### config.mk
export PLATFORM = sky130hd
export DESIGN_NAME = button_stepper
export DESIGN_NICKNAME = d
export VERILOG_FILES = /design/src/rtl/button_stepper.sv
export SDC_FILE = /design/constraint.sdc
export NUM_CORES = 1
export LEC_CHECK = 0
export CORE_MARGIN = 2
export CORE_UTILIZATION = 45
export CTS_BUF_LIST = sky130_fd_sc_hd__clkbuf_8
export DETAILED_ROUTE_END_ITERATION = 16
export PLACE_DENSITY_LB_ADDON = 0.1
export SYNTH_ARGS = -nofsm -noshare
export SYNTH_HDL_FRONTEND = slang
export SYNTH_SLANG_ARGS = --single-unit
export TNS_END_PERCENT = 50
### constraint.sdc
create_clock -name clk -period 7.5 [get_ports clk]
set_clock_uncertainty 0.2 [all_clocks]
set_input_delay 0.75 -clock clk [delete_from_list [all_inputs] [get_ports clk]]
set_output_delay 0.75 -clock clk [all_outputs]
set_load 0.01 [all_outputs]
### src/rtl/button_stepper.sv
// Debounced up/down pushbutton stepper with hold-to-auto-repeat and a both-pressed lockout.
// Latency: 2 + DEBOUNCE_CYCLES + 1 cycles from clean press to step; no backpressure, step is a one-shot pulse.
module button_stepper #(
    parameter int DEBOUNCE_CYCLES = 500000,
    parameter int REPEAT_DELAY    = 25000000,
    parameter int REPEAT_PERIOD   = 10000000
) (
    input  logic clk,
    input  logic reset,
    input  logic btnUp,
    input  logic btnDn,
    output logic step,
    output logic UP,
    output logic held
);

    localparam int DB_W    = (DEBOUNCE_CYCLES > 1) ? $clog2(DEBOUNCE_CYCLES) : 1;
    localparam int RPT_MAX = (REPEAT_DELAY > REPEAT_PERIOD) ? REPEAT_DELAY : REPEAT_PERIOD;
    localparam int TMR_W   = $clog2(RPT_MAX + 1);

    localparam logic [DB_W-1:0]  DB_LAST  = DB_W'(DEBOUNCE_CYCLES - 1);
    localparam logic [TMR_W-1:0] DLY_LAST = TMR_W'(REPEAT_DELAY - 1);
    localparam logic [TMR_W-1:0] PER_LAST = TMR_W'(REPEAT_PERIOD - 1);

    typedef enum logic [1:0] {
        IDLE    = 2'd0,
        DELAY   = 2'd1,
        REPEAT  = 2'd2,
        LOCKOUT = 2'd3
    } state_t;

    // Index 0 is the up button, index 1 the down button.
    logic [1:0]      w_raw;
    logic [1:0]      r_sync1;
    logic [1:0]      r_sync2;
    logic [1:0]      r_deb;
    logic [DB_W-1:0] r_db_cnt [2];

    state_t           r_state;
    state_t           w_state_nxt;
    logic [TMR_W-1:0] r_timer;
    logic [TMR_W-1:0] w_timer_nxt;
    logic             r_step;
    logic             r_up;
    logic             r_held;
    logic             w_step_nxt;
    logic             w_up_nxt;
    logic             w_up_deb;
    logic             w_dn_deb;
    logic             w_latched_deb;
    logic             w_opposite_deb;

    assign w_raw = {btnDn, btnUp};

    always_ff @(posedge clk or negedge reset) begin
        if (!reset) begin
            r_sync1 <= '0;
            r_sync2 <= '0;
            r_deb   <= '0;
            for (int i = 0; i < 2; i++) begin
                r_db_cnt[i] <= '0;
            end
        end else begin
            r_sync1 <= w_raw;
            r_sync2 <= r_sync1;
            for (int i = 0; i < 2; i++) begin
                if (r_sync2[i] == r_deb[i]) begin
                    r_db_cnt[i] <= '0;
                end else if (r_db_cnt[i] == DB_LAST) begin
                    r_deb[i]    <= ~r_deb[i];
                    r_db_cnt[i] <= '0;
                end else begin
                    r_db_cnt[i] <= r_db_cnt[i] + DB_W'(1);
                end
            end
        end
    end

    assign w_up_deb = r_deb[0];
    assign w_dn_deb = r_deb[1];

    // The direction register doubles as the record of which button owns the current hold.
    assign w_latched_deb  = r_up ? w_up_deb : w_dn_deb;
    assign w_opposite_deb = r_up ? w_dn_deb : w_up_deb;

    always_comb begin
        w_state_nxt = r_state;
        w_timer_nxt = r_timer;
        w_step_nxt  = 1'b0;
        w_up_nxt    = r_up;
        case (r_state)
            IDLE: begin
                if (w_up_deb ^ w_dn_deb) begin
                    w_step_nxt  = 1'b1;
                    w_up_nxt    = w_up_deb;
                    w_timer_nxt = '0;
                    w_state_nxt = DELAY;
                end else if (w_up_deb && w_dn_deb) begin
                    w_state_nxt = LOCKOUT;
                end
            end
            DELAY, REPEAT: begin
                // Release wins over a conflicting press, and both win over timer expiry.
                if (!w_latched_deb) begin
                    w_state_nxt = IDLE;
                end else if (w_opposite_deb) begin
                    w_state_nxt = LOCKOUT;
                end else if (r_timer == ((r_state == DELAY) ? DLY_LAST : PER_LAST)) begin
                    w_step_nxt  = 1'b1;
                    w_timer_nxt = '0;
                    w_state_nxt = REPEAT;
                end else begin
                    w_timer_nxt = r_timer + TMR_W'(1);
                end
            end
            LOCKOUT: begin
                if (!w_up_deb && !w_dn_deb) begin
                    w_state_nxt = IDLE;
                end
            end
            default: begin
                w_state_nxt = IDLE;
            end
        endcase
    end

    always_ff @(posedge clk or negedge reset) begin
        if (!reset) begin
            r_state <= IDLE;
            r_timer <= '0;
            r_step  <= 1'b0;
            r_up    <= 1'b0;
            r_held  <= 1'b0;
        end else begin
            r_state <= w_state_nxt;
            r_timer <= w_timer_nxt;
            r_step  <= w_step_nxt;
            r_up    <= w_up_nxt;
            r_held  <= (w_state_nxt == DELAY) || (w_state_nxt == REPEAT);
        end
    end

    assign step = r_step;
    assign UP   = r_up;
    assign held = r_held;

endmodule

**Word-level counts from Yosys, hierarchy flattened**

Cells that the tools add are included.

- Bits in registers: 74
- Latch bits: 0
- RAM bits: 0
- ROM bits: 0
- Input port bits: 4
- Output and inout bits: 3
- Logic and storage cells: 68
- Memories: 0

- Add/sub/neg operators: 3
- Multipliers: 0
- Divide/modulo/power cells: 0
- $lt $le $gt $ge: 0
- Equal/unequal tests: 13
- Shifts and indexed selects: 0
- Muxes and demuxes: 24
- Bitwise gates (word level): 5
- Reductions and logical operators: 12

Operators with widths:

| cell | number |
|---|---|
| 25-bit two-way mux | 5 |
| 19-bit two-way mux | 4 |
| 25-bit one-hot mux with 2 select lines | 1 |
| 19-bit by 1-bit adder with 19-bit output (second input constant) | 2 |
| 19-bit == test (second input constant) | 2 |
| 25-bit by 1-bit adder with 25-bit output (second input constant) | 1 |
| 25-bit == test | 1 |
| 2-bit two-way mux | 6 |
| 2-bit == test (second input constant) | 3 |
| 1-bit two-way mux | 6 |
| 2-bit inequality test (second input constant) | 3 |
| 2-bit one-hot mux with 3 select lines | 1 |
| 2-bit AND reduction | 3 |
| 2-bit by 1-bit == test with 1-bit output (second input constant) | 2 |
| 1-bit NOT | 4 |
| 4-bit AND reduction | 1 |
| 1-bit == test | 2 |
| 1-bit logical AND | 2 |
| 1-bit zero test | 2 |
| 2-bit zero test | 1 |
| 1-bit one-hot mux with 2 select lines | 1 |
| 2-bit nonzero test | 1 |
| 2-bit OR reduction | 1 |
| 1-bit logical OR | 1 |
| 1-bit XOR | 1 |

**Longest topological paths before layout**

Gate-level depths: netlist of run 1.

- Word-level depth: 9
- Depth in mapped cells: 9
- Gate-level depth less buffers: 8

**Least setup slack after synthesis of run 1**

No wires, ideal clock.

- Path kind: reg-to-reg
- From: register r_state[0]
- To: register r_timer[15]
- Library setup time: 125 ps
- Arrival: 2132 ps
- Required time: 7175 ps
- Path slack: 5043 ps
- Cell stages (with the launch flop): 9
- Path buffers: 1
- Period minus slack after synthesis: 2457 ps
- Cell sequence: dfrtp_1 ha_1 or4b_1 o22ai_1 o2111ai_2 and2_4 nor2_4 buf_4 nor2_1

- Cells in the longest elaborated chain, start to end: 7
- Elaborated cells between the ends (all ways): 15
- Classes of those cells: 6 x eq/ne; 5 x mux; 4 x reduce/logical

Ends and longest elaborated chain:

| item | RTL line | text |
|---|---|---|
| from (decl) | 39 | `state_t r_state;` |
| from (signal assigned) | 135 | `r_state <= w_state_nxt;` |
| 2-bit by 1-bit == test with 1-bit output | 91, 108 |  |
| 25-bit two-way mux | 108 | `end else if (r_timer == ((r_state == DELAY) ? DLY_LAST : PER_LAST)) begin` |
| 25-bit == test | 108 |  |
| 25-bit two-way mux | 108 |  |
| 25-bit two-way mux | 106 | `end else if (w_opposite_deb) begin` |
| 25-bit two-way mux | 104 | `if (!w_latched_deb) begin` |
| 25-bit one-hot mux with 2 select lines | 91 | `case (r_state)` |
| to (signal assigned) | 136 | `r_timer <= w_timer_nxt;` |
| to (decl) | 41 | `logic [TMR_W-1:0] r_timer;` |

Several ways; a longest one is shown, not always the timed one. The select of a mux whose other input is x is not followed.
A chain may end at the register's enable or synchronous reset.

**Final worst setup path of run 1**

- From: register r_state[0]
- To: register r_timer[9]

The elaborated chain is that of the path after synthesis.

==> impl_metrics.csv, run 1 <==
group,metric,value,unit
detailed_routing,totalWireLength,7.01,mm
placement,hpwl,4.65,mm
die,ios,7,
yosys,syn_inst,403,
critical_path,critPathMaxFanout,14,
placement,gp_congestion,0.805,
sta,setup_viol,0,
clock_network,htree_levels,3,
global_route,grt_max_degree,75,
sta,setup_tns,0,ns
flow_run,drv_cap,0,
die,die_height,96.2,um
sta,hold_slack,0.152,ns
critical_path,cp.arrival,3.13,ns
die,dieArea,0.00925,mm^2
die,die_x,96.2,um
detailed_routing,vias_per_cell,5.28,
yosys,synth-edff-count,0,
critical_path,startpoint_type,"flop",
clock_network,cts_sinks,74,
critical_path,crit_path_end_kind,"flop",
outcome,run_status,"completed",
yosys,synth_area_per_cell,9.49,um^2
yosys,ys_warn_count,0,
sta,slew_headroom,0.385,
clock_network,clkTransAtPathRegs,0.09,ns
die,num_rows,33,
yosys,netlist_area,0.00382,mm^2
sta,rsz0062_at_grt,"false",
clock_network,cts_tree,"built",
clock_network,post_cts_buffers,0,
clock_network,cts.repair.resized,0,
clock_network,cts_root_buf,"clkbuf_8",
clock_network,cts_hold_buffers,0,
sta,timing.final.crit_period,3.11,ns
detailed_routing,post-route-drc-count,0,
final_layout,design_area,0.00417,mm^2
yosys,ys_seq_area_frac,0.484,
die,coreArea,0.00822,mm^2
critical_path,cp.required,7.52,ns
clock_network,cts_inserted_buffers,9,
sta,maxSlewViolCount,0,
detailed_routing,via_count,2747,
final_layout,diodes,0,
global_route,antenna_found_initial,0,
placement,pre_cts_ws,4.45,ns
die,start_util,0.465,
yosys,synthDistinctLibCells,53,
yosys,ys_seq_elements,74,
detailed_routing,wl_met2,3.18,mm
final_layout,final_util,0.508,
detailed_routing,drtAntennaViolNets,0,
sta,fmax,322,MHz
final_layout,fin_cells,520,
min_path,hp-class,"reg2reg",
yosys,synth_nets,415,
detailed_routing,drtIter0Drc,90,
detailed_routing,dr.max_layer_used,"met4",
final_layout,fillers,724,
placement,port_buffers,6,
final_layout,layout.nets,422,
final_layout,drive_gt1_frac,0.0723,
global_route,grt_overflow,0,
yosys,ys.flop_type,"dfrtp_1",
placement,placed_area,0.00397,mm^2
power_and_ir_drop,ir_drop,0.0000853,V
final_layout,area_growth,9.10,%
global_route,grt_pass1_vias,2615,
detailed_routing,drt-pass1-iter-count,4,
placement,placed_cells,504,
detailed_routing,wl_per_cell,13.5,um
sta,layout_setup_ws,4.39,ns
power_and_ir_drop,total_power,740,uW
power_and_ir_drop,p_per_area,177,mW/mm^2
clock_network,clockBufferDepth,2,
sta,hold_viol,0,
sta,finalCritPeriodShare,0.415,
power_and_ir_drop,p_leak,1.74,nW
sta,worst_pin_slew,0.922,ns
clock_network,clock_latency,0.35,ns
global_route,grt_first_pass_wirelength,12.6,mm
critical_path,criticalPathCategory,"reg2reg",
yosys,async_flop_share,1.00,
global_route,grt_use_total,0.175,
detailed_routing,wl_met1,3.57,mm
detailed_routing,route.met3.wl,161,um
critical path, stage by stage (launching register included):
cell and delay (ns):
dfrtp_1 0.45, inv_1 0.09, ha_1 0.51, nor2_1 0.12
a311oi_2 0.81, nand2_1 0.28, nor3_1 0.32, xnor2_1 0.15
nor2_1 0.05
synth_stat cells (all sizes together) (2+ instances only):
master  number  share of area
nand4       12          0.020
and4         3         0.0069
nand3       29          0.038
mux2         2         0.0059
o31ai        5         0.0098
inv         12          0.012
or3          2         0.0033
a21oi        4         0.0052
nand2       43          0.042
clkbuf       6         0.0059
nand3b       2         0.0039
o41ai        2         0.0046
nor4         6          0.014
and2         3         0.0056
ha           8          0.026
nor2        72          0.073
a211o        2         0.0046
dfrtp       74           0.48
xor2        27          0.062
and3        12          0.020
nor4bb       2         0.0052
nor2b        3         0.0049
o21ai       12          0.016
nor3         6         0.0079
xnor2       19          0.044
buf          4         0.0059
or2          2         0.0033
or4b         4          0.010
nand2b       4         0.0065
a31o         4         0.0092
final cells by class:
type | instances | area (um^2) | share of cell area
multi-input cells | 307 | 1880 | 0.451
well taps | 105 | 131 | 0.0315
flip-flops and latches | 74 | 1850 | 0.444
clock buffers | 10 | 138 | 0.0330
clock inverters | 6 | 66.3 | 0.0159
inverters | 12 | 45.0 | 0.0108
repair buffers | 6 | 57.6 | 0.0138
path summary, 6_finish.rpt:
| path | from | endpoint | slack, ns | cells past startpoint |
|---|---|---|---|---|
| max | r_state[0] | r_timer[9] | 4.39 | 8 |
| min | r_sync1[0] | r_sync2[0] | 0.15 | 0 |
| max reg2reg | r_state[0] | r_timer[9] | 4.39 | 8 |
| min reg2reg | r_sync1[0] | r_sync2[0] | 0.15 | 0 |
| max in group asynchronous | reset | r_db_cnt[6] | 6.16 | 1 |
| min in group asynchronous | reset | held | 0.32 | 1 |
report_power, final:
group | switching (mW) | internal [mW] | total (mW)
Clock | 0.154 | 0.163 | 0.318
Combinational | 0.0128 | 0.00442 | 0.0172
Sequential | 0.00298 | 0.402 | 0.405
Total | 0.170 | 0.570 | 0.740
cell usage in the layout, fill, tap and decap left out, types with 4 or more instances in the layout:
cell and instances:
a21oi_1 4, nand2b_1 4, dfrtp_1 74, nand4_1 12, clkbuf_8 10, and3_1 12
or4b_1 4, inv_1 13, ha_1 8, xor2_1 27, o21ai_0 12, nor2_1 70
o31ai_1 5, xnor2_1 19, nor4_1 5, clkdlybuf4s50_1 5, nand2_1 43, nor3_1 6
nand3_1 29
layer usage:
layer,vias to the layer above,track usage
met5,-,0
met4,0,0.0679
met3,10,0.0282
met2,31,0.268
met1,1294,0.249
li1,1412,-
logic make-up (layout without fill, tap and decap cells):
group | Yosys count | after routing | synth area share
mux | 3 | 3 | 0.00851
buf+inv | 22 | 34 | 0.0236
compound gates | 41 | 41 | 0.0789
simple gates | 209 | 209 | 0.273
flops | 74 | 74 | 0.484
fa+ha+maj | 8 | 8 | 0.0262
xor+xnor | 46 | 46 | 0.105
sequential cells by signal, indices dropped and copies added, names as in the netlist, 2 cells and up:
name,flops
r_timer,25
r_sync2,2
r_db_cnt,38
r_sync1,2
r_deb,2
r_state,2
Power figures use the tool's default switching activity.
==> run 2, diff against run 1 <==
==> constraint.sdc (replaced) <==
create_clock -name clk -period 2.7 [get_ports clk]
set_clock_uncertainty 0.2 [all_clocks]
set_input_delay 0.27 -clock clk [delete_from_list [all_inputs] [get_ports clk]]
set_output_delay 0.27 -clock clk [all_outputs]
set_load 0.01 [all_outputs]
==> run 2 against run 1 <==
  * Core utilization grew 1.9 points
  * Clock power grew to 2.7 times the previous value
  * Critical path type unchanged
  * Count of clock-buffer cells in the layout did not move
  * Non-clock buffer count rose by 15
  * Setup slack worse by 4.2 ns
  * Highest routed layer unchanged
  * Global-route usage up 0.95 points
  * Combinational power grew to 2.9 times the previous value
  * Largest power group unchanged
==> impl_metrics.csv, run 2 (synthesis gave the netlist of run 1 again) <==
group,metric,value,unit
critical_path,crit_slowest_cell,"or4b_1",
clock_network,cts_tree,"built",
detailed_routing,drtIter0Drc,106,
sta,setup_viol,0,
clock_network,cts_root_buf,"clkbuf_8",
power_and_ir_drop,ir_drop,0.000250,V
global_route,grt_use_total,0.185,
sta,slew_headroom,0.373,
die,ios,7,
final_layout,final_cell_mix,"dfrtp_1, nor2_1, nand2_1, nand3_1, xor2_1",
final_layout,largest_register,"r_db_cnt",
flow_run,drv_cap,0,
power_and_ir_drop,p_per_area,470,mW/mm^2
clock_network,cts_sinks,74,
global_route,grt_first_pass_wirelength,13.1,mm
placement,port_buffers,6,
final_layout,diodes,0,
die,start_util,0.465,
sta,setup_tns,0,ns
critical_path,cp.arrival,2.61,ns
global_route,grtUsageMet3,0.0407,
die,dieArea,0.00925,mm^2
sta,fmax,393,MHz
final_layout,final_common_cell,"dfrtp_1",
global_route,grt_pass1_vias,2844,
critical_path,reg2reg_depth,7,
clock_network,htree_levels,3,
global_route,use_met2,0.292,
critical_path,r2r_end,"held",
final_layout,drive_gt1_frac,0.107,
critical_path,path_cells,"ha_1 -> or4b_1 -> o22ai_2 -> o2111ai_4 -> a31o_1 -> a21boi_1 -> o211ai_1",
die,coreArea,0.00822,mm^2
sta,timing.final.crit_period,2.54,ns
detailed_routing,drt-pass1-iter-count,4,
critical_path,r2r_slack,0.16,ns
clock_network,clkTransAtPathRegs,0.08,ns
min_path,holdPathEnd,"r_sync2[0]",
clock_network,clockBufferDepth,2,
final_layout,reg_top3,"r_db_cnt (38), r_timer (25)",
sta,hold_viol,0,
detailed_routing,post-route-drc-count,0,
min_path,hp-class,"reg2reg",
sta,rsz0062_at_grt,"false",
placement,placed_area,0.00410,mm^2
final_layout,layout.nets,437,
global_route,met1_usage,0.246,
detailed_routing,via_count,2871,
clock_network,clock_latency,0.35,ns
global_route,antenna_found_initial,0,
detailed_routing,totalWireLength,7.59,mm
critical_path,startpoint_type,"flop",
critical_path,crit_path_end_kind,"flop",
min_path,min_from,"r_sync1[0]",
final_layout,largest_reg_flops,38,
placement,gp_congestion,0.829,
critical_path,r2r_start,"r_state[0]",
critical_path,critPathMaxStageDelay,0.54,ns
outcome,run_status,"completed",
die,die_x,96.2,um
global_route,grt_overflow,0,
final_layout,fillers,730,
final_layout,design_area,0.00433,mm^2
critical_path,critPathMaxFanout,9,
critical_path,criticalPathCategory,"reg2reg",
detailed_routing,drtAntennaViolNets,0,
global_route,grt_max_degree,75,
sta,finalCritPeriodShare,0.942,
sta,worst_pin_slew,0.941,ns
clock_network,post_cts_buffers,0,
die,die_height,96.2,um
clock_network,cts_inserted_buffers,9,
final_layout,area_growth,13.3,%
detailed_routing,wl_per_cell,14.2,um
min_path,hold-path-cell-count,0,
global_route,busiest_layer,"met2",
die,num_rows,33,
power_and_ir_drop,p_leak,1.82,nW
placement,hpwl,5.12,mm
critical_path,cp.required,2.77,ns
detailed_routing,vias_per_cell,5.37,
sta,maxSlewViolCount,0,
==> run 2: where the power goes <==
group / total [mW] / leakage, nW / internal [mW] / switching (mW)
logic: 0.0506 / 0.698 / 0.0142 / 0.0364
registers: 1.13 / 1.02 / 1.12 / 0.00830
clock network: 0.859 / 0.105 / 0.446 / 0.413
total: 2.04 / 1.82 / 1.58 / 0.458
==> run 2: area by class of cell <==
cell class	instances	area (um^2)	area share
clock inverter	6	58.8	0.0136
clock buffer	10	138	0.0318
timing repair buffer	21	198	0.0457
multi-input combinational	307	1910	0.441
inverter	12	45.0	0.0104
sequential	74	1850	0.428
tap	105	131	0.0303
==> run 2: what timing repair did <==
| action | CTS | global route |
|---|---|---|
| resized for setup | 0 | 4 |
| hold endpoints to repair | 74 | 0 |
| hold buffers | 1 | 0 |
| endpoints found under the setup margin | 0 | 22 |
==> run 2: per-stage QoR <==
step	worst slack, ns	power, mW	instances	utilization	hold WS [ns]
final	0.157	2.04	535	0.527	0.155
after global routing	0.00626	2.13	535	0.527	0.147
after CTS	0.0512	2.07	535	0.524	0.144
after detailed placement	0.0912	1.20	518	0.499	0.140
after global placement	0.151	1.20	518	0.499	0.135
after floorplan	0.243	1.17	403	-	-0.226
==> run 2: worst max-delay path by stage <==
stage | startpoint | endpoint | slack, ns
2_1_floorplan | r_state[0] | r_timer[15] | 0.24
6_report | r_state[0] | held | 0.16
4_1_cts | r_state[0] | r_timer[0] | 0.05
3_5_place_dp | r_state[0] | r_timer[0] | 0.09
5_1_grt | r_state[0] | r_timer[21] | 0.006
3_3_place_gp | r_state[0] | r_state[0] | 0.15
==> run 2: metal layers <==
metal  up-vias  routed length [um]
met2        40                3600
met4         0                  94
met3         9                 224
li1       1444                   -
met1      1378                3670
met5         -                   0
==> run 2: critical path, delay by kind of cell (launching register included) <==
kind,cells,cell delay (ns)
compound gates,5,1.02
fa+ha+maj,1,0.25
flops,1,0.45
simple gates,1,0.54
==> run 3, diff against run 2 <==
--- a/config.mk
+++ b/config.mk
@@ -9,6 +9,7 @@
 export CORE_UTILIZATION = 45
 export CTS_BUF_LIST = sky130_fd_sc_hd__clkbuf_8
 export DETAILED_ROUTE_END_ITERATION = 16
+export HOLD_SLACK_MARGIN = 0.06
 export PLACE_DENSITY_LB_ADDON = 0.1
 export SYNTH_ARGS = -nofsm -noshare
 export SYNTH_HDL_FRONTEND = slang
==> results of run 3 <==
The final DEF is identical to that of run 2; final timing and power are the same.
